### config.mk
export PLATFORM = sky130hd
export DESIGN_NAME = note_scroller_flat
export DESIGN_NICKNAME = d
export VERILOG_FILES = /design/src/rtl/note_scroller_if.sv /design/src/rtl/note_scroller.sv /design/src/flat_wrapper.sv
export SDC_FILE = /design/constraint.sdc
export NUM_CORES = 1
export LEC_CHECK = 0
export ABC_AREA = 1
export CORE_UTILIZATION = 35
export CTS_BUF_LIST = sky130_fd_sc_hd__clkbuf_8
export CTS_CLUSTER_DIAMETER = 40
export DETAILED_ROUTE_END_ITERATION = 8
export HOLD_SLACK_MARGIN = 0.02
export PLACE_DENSITY_LB_ADDON = 0.1
export SYNTH_ARGS = -nofsm -noshare
export SYNTH_HDL_FRONTEND = slang
export SYNTH_SLANG_ARGS = --single-unit
### constraint.sdc
create_clock -name clk -period 1.68 [get_ports clk]
set_clock_uncertainty 0.15 [all_clocks]
set_input_delay 0.252 -clock clk [delete_from_list [all_inputs] [get_ports clk]]
set_output_delay 0.252 -clock clk [all_outputs]
set_load 0.005 [all_outputs]
### src/rtl/note_scroller_if.sv
// Signal bundle between the note scroller, its chart ROM, the strum input and the renderer.
// master: host/bench side; slave: the note_scroller itself.
interface note_scroller_if #(
  parameter int unsigned LANES  = 4,
  parameter int unsigned ROWS   = 21,
  parameter int unsigned ADDR_W = 8
);
  logic                    start;
  logic                    pause;
  logic [ADDR_W-1:0]       rom_addr;
  logic [LANES-1:0]        rom_data;
  logic                    hit_strobe;
  logic [LANES-1:0]        hit_lanes;
  logic [ROWS*LANES-1:0]   window;
  logic                    hit;
  logic                    miss;
  logic [15:0]             score;
  logic                    busy;
  logic                    done;

  modport master (
    output start, pause, rom_data, hit_strobe, hit_lanes,
    input  rom_addr, window, hit, miss, score, busy, done
  );

  modport slave (
    input  start, pause, rom_data, hit_strobe, hit_lanes,
    output rom_addr, window, hit, miss, score, busy, done
  );
endinterface

### src/rtl/note_scroller.sv
// Note-chart sequencer: scrolls chart rows from a synchronous ROM through an on-screen window,
// judges strums against the bottom (hit) row and keeps a saturating score.
module note_scroller #(
  parameter int unsigned LANES       = 4,
  parameter int unsigned ROWS        = 21,
  parameter int unsigned ADDR_W      = 8,
  parameter int unsigned CHART_LEN   = 256,
  parameter int unsigned STEP_CYCLES = 1000
) (
  input  logic            clk,
  input  logic            reset,
  note_scroller_if.slave  bus
);

  localparam int unsigned CntW  = $clog2(STEP_CYCLES);
  localparam int unsigned StepW = $clog2(CHART_LEN + ROWS + 1);
  localparam int unsigned WinW  = ROWS * LANES;

  localparam logic [CntW-1:0]  CntReload = CntW'(STEP_CYCLES - 1);
  localparam logic [StepW-1:0] LastStep  = StepW'(CHART_LEN + ROWS - 1);
  localparam logic [StepW-1:0] ChartEnd  = StepW'(CHART_LEN);

  typedef enum logic [1:0] {StIdle, StPrime, StPlay} state_e;

  state_e            state_q, state_d;
  logic [WinW-1:0]   window_q, window_d;
  logic [LANES-1:0]  next_row_q, next_row_d;
  logic [ADDR_W-1:0] rom_addr_q, rom_addr_d;
  logic [CntW-1:0]   cnt_q, cnt_d;
  logic [StepW-1:0]  steps_q, steps_d;
  logic              load_q, load_d;
  logic              hit_q, hit_d;
  logic              miss_q, miss_d;
  logic [15:0]       score_q, score_d;
  logic              busy_q, busy_d;
  logic              done_q, done_d;

  logic [LANES-1:0]  hit_row;
  logic [LANES-1:0]  row0;
  logic              strum_ok;
  logic              step_now;

  always_comb begin
    state_d    = state_q;
    window_d   = window_q;
    next_row_d = next_row_q;
    rom_addr_d = rom_addr_q;
    cnt_d      = cnt_q;
    steps_d    = steps_q;
    load_d     = 1'b0;
    hit_d      = 1'b0;
    miss_d     = 1'b0;
    score_d    = score_q;
    busy_d     = busy_q;
    done_d     = 1'b0;
    strum_ok   = 1'b0;
    step_now   = 1'b0;
    hit_row    = window_q[(ROWS-1)*LANES +: LANES];
    row0       = (steps_q < ChartEnd) ? next_row_q : '0;

    // ROM word for the address presented during the step cycle arrives one cycle later
    if (load_q) next_row_d = bus.rom_data;

    unique case (state_q)
      StIdle: begin
        if (bus.start) begin
          state_d    = StPrime;
          window_d   = '0;
          score_d    = '0;
          cnt_d      = '0;
          steps_d    = '0;
          rom_addr_d = '0;
          busy_d     = 1'b1;
        end
      end
      StPrime: begin
        state_d    = StPlay;
        next_row_d = bus.rom_data;
        rom_addr_d = ADDR_W'(1);
        cnt_d      = CntReload;
      end
      StPlay: begin
        strum_ok = !bus.pause && bus.hit_strobe && (hit_row != '0) && (bus.hit_lanes == hit_row);
        step_now = !bus.pause && (cnt_q == '0);
        if (!bus.pause) cnt_d = step_now ? CntReload : cnt_q - CntW'(1);
        if (strum_ok) begin
          hit_d = 1'b1;
          window_d[(ROWS-1)*LANES +: LANES] = '0;
          if (score_q != '1) score_d = score_q + 16'd1;
        end
        if (step_now) begin
          window_d   = {window_q[WinW-LANES-1:0], row0};
          miss_d     = (hit_row != '0) && !strum_ok;
          rom_addr_d = rom_addr_q + ADDR_W'(1);
          load_d     = 1'b1;
          steps_d    = steps_q + StepW'(1);
          if (steps_q == LastStep) begin
            // Park at word 0 so the ROM already presents it when the next start is sampled
            state_d    = StIdle;
            rom_addr_d = '0;
            load_d     = 1'b0;
            busy_d     = 1'b0;
            done_d     = 1'b1;
          end
        end
      end
      default: state_d = StIdle;
    endcase
  end

  always_ff @(posedge clk or negedge reset) begin
    if (!reset) begin
      state_q    <= StIdle;
      window_q   <= '0;
      next_row_q <= '0;
      rom_addr_q <= '0;
      cnt_q      <= '0;
      steps_q    <= '0;
      load_q     <= 1'b0;
      hit_q      <= 1'b0;
      miss_q     <= 1'b0;
      score_q    <= '0;
      busy_q     <= 1'b0;
      done_q     <= 1'b0;
    end else begin
      state_q    <= state_d;
      window_q   <= window_d;
      next_row_q <= next_row_d;
      rom_addr_q <= rom_addr_d;
      cnt_q      <= cnt_d;
      steps_q    <= steps_d;
      load_q     <= load_d;
      hit_q      <= hit_d;
      miss_q     <= miss_d;
      score_q    <= score_d;
      busy_q     <= busy_d;
      done_q     <= done_d;
    end
  end

  assign bus.window   = window_q;
  assign bus.rom_addr = rom_addr_q;
  assign bus.hit      = hit_q;
  assign bus.miss     = miss_q;
  assign bus.score    = score_q;
  assign bus.busy     = busy_q;
  assign bus.done     = done_q;

endmodule

### src/flat_wrapper.sv
// flat-port wrapper written by rule: the top's interface ports become plain ports
module note_scroller_flat 
#(
  parameter int unsigned LANES       = 4,
  parameter int unsigned ROWS        = 21,
  parameter int unsigned ADDR_W      = 8,
  parameter int unsigned CHART_LEN   = 256,
  parameter int unsigned STEP_CYCLES = 1000
)
  (clk, reset, bus_start, bus_pause, bus_rom_data, bus_hit_strobe, bus_hit_lanes, bus_rom_addr, bus_window, bus_hit, bus_miss, bus_score, bus_busy, bus_done);
  note_scroller_if #(.LANES(LANES), .ROWS(ROWS), .ADDR_W(ADDR_W)) bus_i ();
  input  logic clk;
  input  logic reset;
  input wire logic [$bits(bus_i.start)-1:0] bus_start;
  input wire logic [$bits(bus_i.pause)-1:0] bus_pause;
  input wire logic [$bits(bus_i.rom_data)-1:0] bus_rom_data;
  input wire logic [$bits(bus_i.hit_strobe)-1:0] bus_hit_strobe;
  input wire logic [$bits(bus_i.hit_lanes)-1:0] bus_hit_lanes;
  output wire logic [$bits(bus_i.rom_addr)-1:0] bus_rom_addr;
  output wire logic [$bits(bus_i.window)-1:0] bus_window;
  output wire logic [$bits(bus_i.hit)-1:0] bus_hit;
  output wire logic [$bits(bus_i.miss)-1:0] bus_miss;
  output wire logic [$bits(bus_i.score)-1:0] bus_score;
  output wire logic [$bits(bus_i.busy)-1:0] bus_busy;
  output wire logic [$bits(bus_i.done)-1:0] bus_done;
  assign bus_i.start = bus_start;
  assign bus_i.pause = bus_pause;
  assign bus_i.rom_data = bus_rom_data;
  assign bus_i.hit_strobe = bus_hit_strobe;
  assign bus_i.hit_lanes = bus_hit_lanes;
  assign bus_rom_addr = bus_i.rom_addr;
  assign bus_window = bus_i.window;
  assign bus_hit = bus_i.hit;
  assign bus_miss = bus_i.miss;
  assign bus_score = bus_i.score;
  assign bus_busy = bus_i.busy;
  assign bus_done = bus_i.done;
  note_scroller #(.LANES(LANES), .ROWS(ROWS), .ADDR_W(ADDR_W), .CHART_LEN(CHART_LEN), .STEP_CYCLES(STEP_CYCLES)) u_core (.clk(clk), .reset(reset), .bus(bus_i));
endmodule
## Word-level counts from Yosys, hierarchy flattened

Index checks and enable logic that the tools add are counted.

| storage, ports and cells | value |
|---|---|
| register bits | 138 |
| latch bits | 0 |
| bits in writable memories | 0 |
| ROM bits | 0 |
| input port bits | 13 |
| output and inout bits | 112 |
| word-level logic and storage cells | 90 |
| memories kept | 0 |

| cells by class | value |
|---|---|
| add/subtract/negate cells | 4 |
| multiply operators | 0 |
| div/mod/pow operators | 0 |
| order comparisons | 1 |
| equality and inequality tests | 12 |
| shift-type cells | 0 |
| multiplexer cells | 40 |
| bitwise operators | 0 |
| reductions and logical operators | 20 |

Operator list:

| cell | count |
|---|---|
| two-way mux 84 bit | 2 |
| one-hot mux 84 bit (2 select lines) | 1 |
| two-way mux 16 bit | 3 |
| one-hot mux 16 bit (2 select lines) | 1 |
| two-way mux 10 bit | 3 |
| one-hot mux 10 bit (3 select lines) | 1 |
| two-way mux 8 bit | 3 |
| one-hot mux 8 bit (3 select lines) | 1 |
| two-way mux 9 bit | 2 |
| one-hot mux 9 bit (2 select lines) | 1 |
| adder 16 x 1 -> 16 bit (second input constant) | 1 |
| two-way mux 4 bit | 4 |
| inequality test 16 bit (second input constant) | 1 |
| AND reduction 3 bit | 5 |
| two-way mux 1 bit | 13 |
| logical NOT 10 bit | 1 |
| subtractor 10 x 1 -> 10 bit (second input constant) | 1 |
| adder 9 x 1 -> 9 bit (second input constant) | 1 |
| == test 9 bit (second input constant) | 1 |
| < comparator 9 bit (second input constant) | 1 |
| adder 8 x 1 -> 8 bit (second input constant) | 1 |
| inequality test 2 x 1 -> 1 bit (second input constant) | 4 |
| AND reduction 4 bit | 2 |
| two-way mux 2 bit | 3 |
| other kinds (13) | 20 |

## Logic depth before layout (Yosys ltp)

| depth | value |
|---|---|
| word-level depth | 8 |
| depth in mapped cells | 12 |
| depth with buffers taken out | 11 |

## Worst setup path before layout

Ideal clock, no wire load.

| timing | value |
|---|---|
| path kind | flip-flop to flip-flop |
| start | register u_core.state_q[0] |
| end | register u_core.cnt_q[0] |
| library setup time | 65 ps |
| arrival time | 1,573 ps |
| required time | 1,465 ps |
| path slack | -108 ps |
| cell stages (with the launch flop) | 9 |
| path buffers | 1 |
| clock period less this slack | 1,788 ps |
| cell sequence | dfrtp_1 > inv_1 > ha_1 > buf_2 > a21oi_2 > clkinv_1 > nor2_2 > nand2_1 > nand2_1 |

| on the way | value |
|---|---|
| word-level cells in the longest chain between the ends | 3 |
| elaborated cells between the ends (all ways) | 8 |
| classes of those cells | eq/ne (4); mux (1); reduce/logical (3) |

RTL lines:

| what | line | RTL |
|---|---|---|
| start: declaration | note_scroller.sv:25 | `state_e state_q, state_d;` |
| start signal: assignment | note_scroller.sv:113 | `state_q <= StIdle;` |
| start signal: assignment | note_scroller.sv:126 | `state_q <= state_d;` |
| == test 2 bit, or another cell as far along | note_scroller.sv:64 | `unique case (state_q)` |
| inequality test 2 bit (no line) or nonzero test 3 bit (tied branches) | - |  |
| AND reduction 3 bit (no line) | - |  |
| end signal: assignment | note_scroller.sv:130 | `cnt_q <= cnt_d;` |
| end: declaration | note_scroller.sv:29 | `logic [CntW-1:0] cnt_q, cnt_d;` |

Several ways; a longest one is shown, not always the timed one.
A chain may end at the register's enable or synchronous reset.

## Final worst setup path

| timing | value |
|---|---|
| start | register u_core.cnt_q[0] |
| end | register u_core.window_q[43] (netlist: u_core.bus.window[43]) |

| on the way | value |
|---|---|
| word-level cells in the longest chain between the ends | 4 |

RTL lines:

| what | line | RTL |
|---|---|---|
| logical NOT 10 bit | note_scroller.sv:84 | `step_now = !bus.pause && (cnt_q == '0);` |
| logical AND 1 bit | note_scroller.sv:84 |  |
| inequality test 2 x 1 -> 1 bit (no line) | - |  |
| AND reduction 3 bit (no line) | - |  |
| end signal: assignment | note_scroller.sv:127 | `window_q <= window_d;` |
| end: declaration | note_scroller.sv:26 | `logic [WinW-1:0] window_q, window_d;` |

No other way between the ends.

==> impl.org <==
** STA
- Final count of pins violating max slew :: 0
- Min Tclk post-route :: 2.022 ns
- Setup repair after global routing missed its margin :: yes
- After layout, the worst setup slack is -0.3417 ns.
- Timing would allow up to 494.6 MHz.
- Max-slew headroom at the worst pin :: 0.7052
- Setup-failing EPs final :: 129
- Of the available clock period, the critical path in the final layout requires 1.203.
- Measured slew at the worst slew-check pin :: between 0.4 and 0.5 ns
- Final hold violation count :: 0
- Smallest hold slack :: 0.08883 ns

** Power and ir drop
- The worst-case IR drop observed on VDD is 863.7 uV.
- In this run the static leakage power is 5.979 nW.
- Power density of the placed cells :: 1197 mW/mm^2

** Detailed routing
- Average wire length per cell after detail routing :: 13.48 um
- Total iterations of the first detailed-routing run :: 4
- DRC marker count from the first detailed-route iteration :: 267
- DRC viols :: 0
- Summed over all layers, the routed wires come to 19230 um.
- The detail route stage leaves a number of antenna-violating nets equal to 0.
- Post-DR vias/cell :: 4.586
- Via count :: 6539

** Clock network
- CTS H-tree depth :: 4
- After clock tree synthesis, the clock-pin slew on the worst setup and hold paths is 0.09 ns.
- The clock drives between 100 and 150 sinks.
- Buffers inserted during clock tree synthesis total 17.
- TritonCTS built the clock tree.
- CTS Root Buffer Type :: clkbuf_8
- No sink is reached through more buffers than the 2 on the longest clock path.
- Source-to-sink clock delay at the later pin of the worst-skew pair :: 0.46 ns

** Synthesis
- Post-synthesis net count :: 897
- Top cells by area in the synthesized netlist :: dfrtp_1 (52%), nand2_1 (25%), nor2_1 (4.2%)
- For this run, the register share of the synthesized area comes to 0.5183.
- Syn avg cell area :: about 7.6 um^2
- Number of standard cells after synthesis :: 874
- In this run the cell area of the synthesized design comes to 0.006663 mm^2.
- Proportion of netlist area held by the largest area contributor :: 0.5183
- Flops & latches, synth :: 138
- dfrtp_1 takes more of the synthesized area than any other cell.
- Counting distinct cell types in the post-synthesis netlist gives 30.
- Synth Warn # :: 0

** Die
- The die covers 0.01959 mm^2.
- Number of placed I/O pins :: 125
- In this run the standard cell core region covers 0.01871 mm^2.
- The floorplan has 50 rows.
- Measured along the y axis, the die boundary spans 140.0 um.
- Horiz. Die Dim :: about 140 um
- Initial core utilization :: 0.3562

** Placement
- Setup slack after placement :: -0.5511 ns
- At the end of routability-driven placement, the weighted congestion stood at 0.8308.
- Port buffering added 124 buffers.
- Summed over all nets, the half-perimeter wirelength after detailed placement is 11660 um.

** GRT
- Maximum number of pins on one net before global-route repair :: 41
- Summed over all layers, the global routing overflow is 0.
- The initial antenna violation count was 0.
- The via count of the first global-routing pass is 6251.
- First-pass GRT wire length :: 30880 um
- Total routing resource utilization after global routing :: 0.1989

** Critical path
- Beginning of the worst register-to-register path :: u_core.cnt_q[0]
- STA classifies the critical path endpoint as a flip-flop.
- In this run the worst path has a maximum fanout of 11.
- STA classifies the critical path startpoint as a flip-flop.
- Data required time at the worst endpoint :: 1.88 ns
- Data arrives at the worst endpoint at about 2.2 ns.
- The setup path with the least slack is of type reg -> reg.
- Worst reg2reg path endpoint :: u_core.bus.window[43]
- Counting cells, the worst reg-to-reg path comes to 14.
- Flop2flop setup slack :: -0.34 ns

** Status
- The run finished, with violations left.
- Violated checks :: negative setup slack

** Min path
- Worst Hold Class :: in -> async

** Finish
- From synthesis to final layout, the design area changed by 58.78%.
- In the layout the commonest cells are nand2_1 (383), buf_4 (140), dfrtp_1 (132), dlygate4sd2_1 (107), nor2_1 (68).
- Share of layout cells above drive strength 1 :: 0.2819
- Leading cell type in the layout, fill and taps excluded :: nand2_1
- Nets@finish :: 1202
- Number of antenna diodes :: 0

** Flow run
- Max-cap viol count :: 0
==> synth_stat cells <==
master	instances
nand2_1	443
dfrtp_1	138
nor2_1	74
inv_1	60
nand3_1	52
o21ai_0	13
xor2_1	13
buf_2	11
ha_1	10
buf_4	9
nand4_1	7
o21bai_1	6
o21ai_1	5
mux2_2	4
nor2_4	4
clkbuf_1	3
nor2_2	3
a21oi_1	2
clkinv_1	2
inv_2	2
nor3_1	2
or2_2	2
xnor2_1	2
a21oi_2	1
a31oi_1	1
nand2_2	1
nand2_4	1
nand3_2	1
nand3b_1	1
nor3b_1	1
==> critical path: stages, from the launching register on <==
cell and delay (ns):
dfrtp_1 0.39, inv_2 0.09, ha_4 0.13, inv_2 0.03, nor2_4 0.08, nand3_2 0.10
nor2_4 0.15, buf_6 0.13, nor2_4 0.05, nor2_4 0.14, buf_12 0.14, inv_16 0.05
clkbuf_16 0.16, nand2_1 0.06, nand2_1 0.05
==> sequential cells by signal, indices dropped and copies added, names as in the netlist <==
signal,cells
u_core.steps_q,9
u_core.bus.score,16
u_core.bus.hit,1
u_core.cnt_q,10
u_core.bus.done,1
u_core.bus.miss,1
u_core.load_q,1
u_core.bus.window,84
u_core.next_row_q,4
u_core.state_q,2
u_core.bus.busy,1
u_core.bus.rom_addr,8
==> power by group <==
part / internal, mW / switching [mW]
logic: 2.90 / 3.29
clock network: 1.22 / 1.53
registers: 3.56 / 0.153
==> metrics by stage <==
stage | setup TNS, ns | instance area, um^2 | instances | power (mW) | utilization
finish | -32.32 | 10580 | 1426 | 12.66 | 0.5656
global route | -44.05 | 10580 | 1426 | 13.43 | 0.5656
CTS | -27.70 | 10070 | 1416 | 11.70 | 0.5381
detailed placement | -54.21 | 8701 | 1279 | 7.959 | 0.4652
global placement | -50.71 | 8701 | 1279 | 7.943 | 0.4652
floorplan | -7.877 | 6705 | 874 | 6.156 | -
==> layer usage <==
| metal | part of all wire | vias up | global-route usage | wire length (um) |
|---|---|---|---|---|
| met5 | 0 | - | 0 | 0 |
| met1 | 0.46 | 3109 | 0.2545 | 8758 |
| met4 | 0.0081 | 0 | 0.04569 | 156 |
| li1 | - | 3298 | - | - |
| met2 | 0.49 | 121 | 0.3311 | 9457 |
| met3 | 0.044 | 11 | 0.05880 | 853 |
==> what timing repair did <==
item | in CTS | in global routing
endpoints found under the setup margin | 243 | 140
resized for setup | 178 | 100
pin swaps | 13 | 40
hold buffers | 1 | 0
setup buffers | 100 | 14
gates cloned | 5 | 8
hold endpoints to repair | 138 | 0
==> cells by family (layout without fill, tap and decap cells) <==
family	Yosys count	after routing	share of synthesized area
AND/OR/NAND/NOR	592	592	0.3562
flip-flops	138	138	0.5183
buffers and inverters	87	405	0.05615
AO/OA/AOI/OAI	28	28	0.02404
XOR/XNOR	15	15	0.01972
adder cells (fa/ha/maj)	10	10	0.01878
multiplexers	4	4	0.006760
==> layout make-up <==
type	instances	area [um^2]
clock inverters	15	156.4
repair buffers	309	2927
well taps	234	292.8
multi-input cells	649	3246
clock buffers	17	234.0
fillers	1817	8127
inverters	64	262.8
flip-flops and latches	138	3461
==> worst max-delay path by stage <==
stage,end,start,cells after the start,slack (ns)
finish,u_core.bus.window[43],u_core.cnt_q[0],14,-0.34
global route,u_core.bus.window[2],u_core.cnt_q[0],14,-0.43
CTS,u_core.bus.miss,u_core.cnt_q[0],15,-0.30
detailed placement,u_core.bus.score[0],bus_pause,9,-0.55
global placement,u_core.bus.score[0],bus_pause,9,-0.52
floorplan,u_core.steps_q[7],u_core.cnt_q[0],12,-0.08
Power figures use the tool's default switching activity.
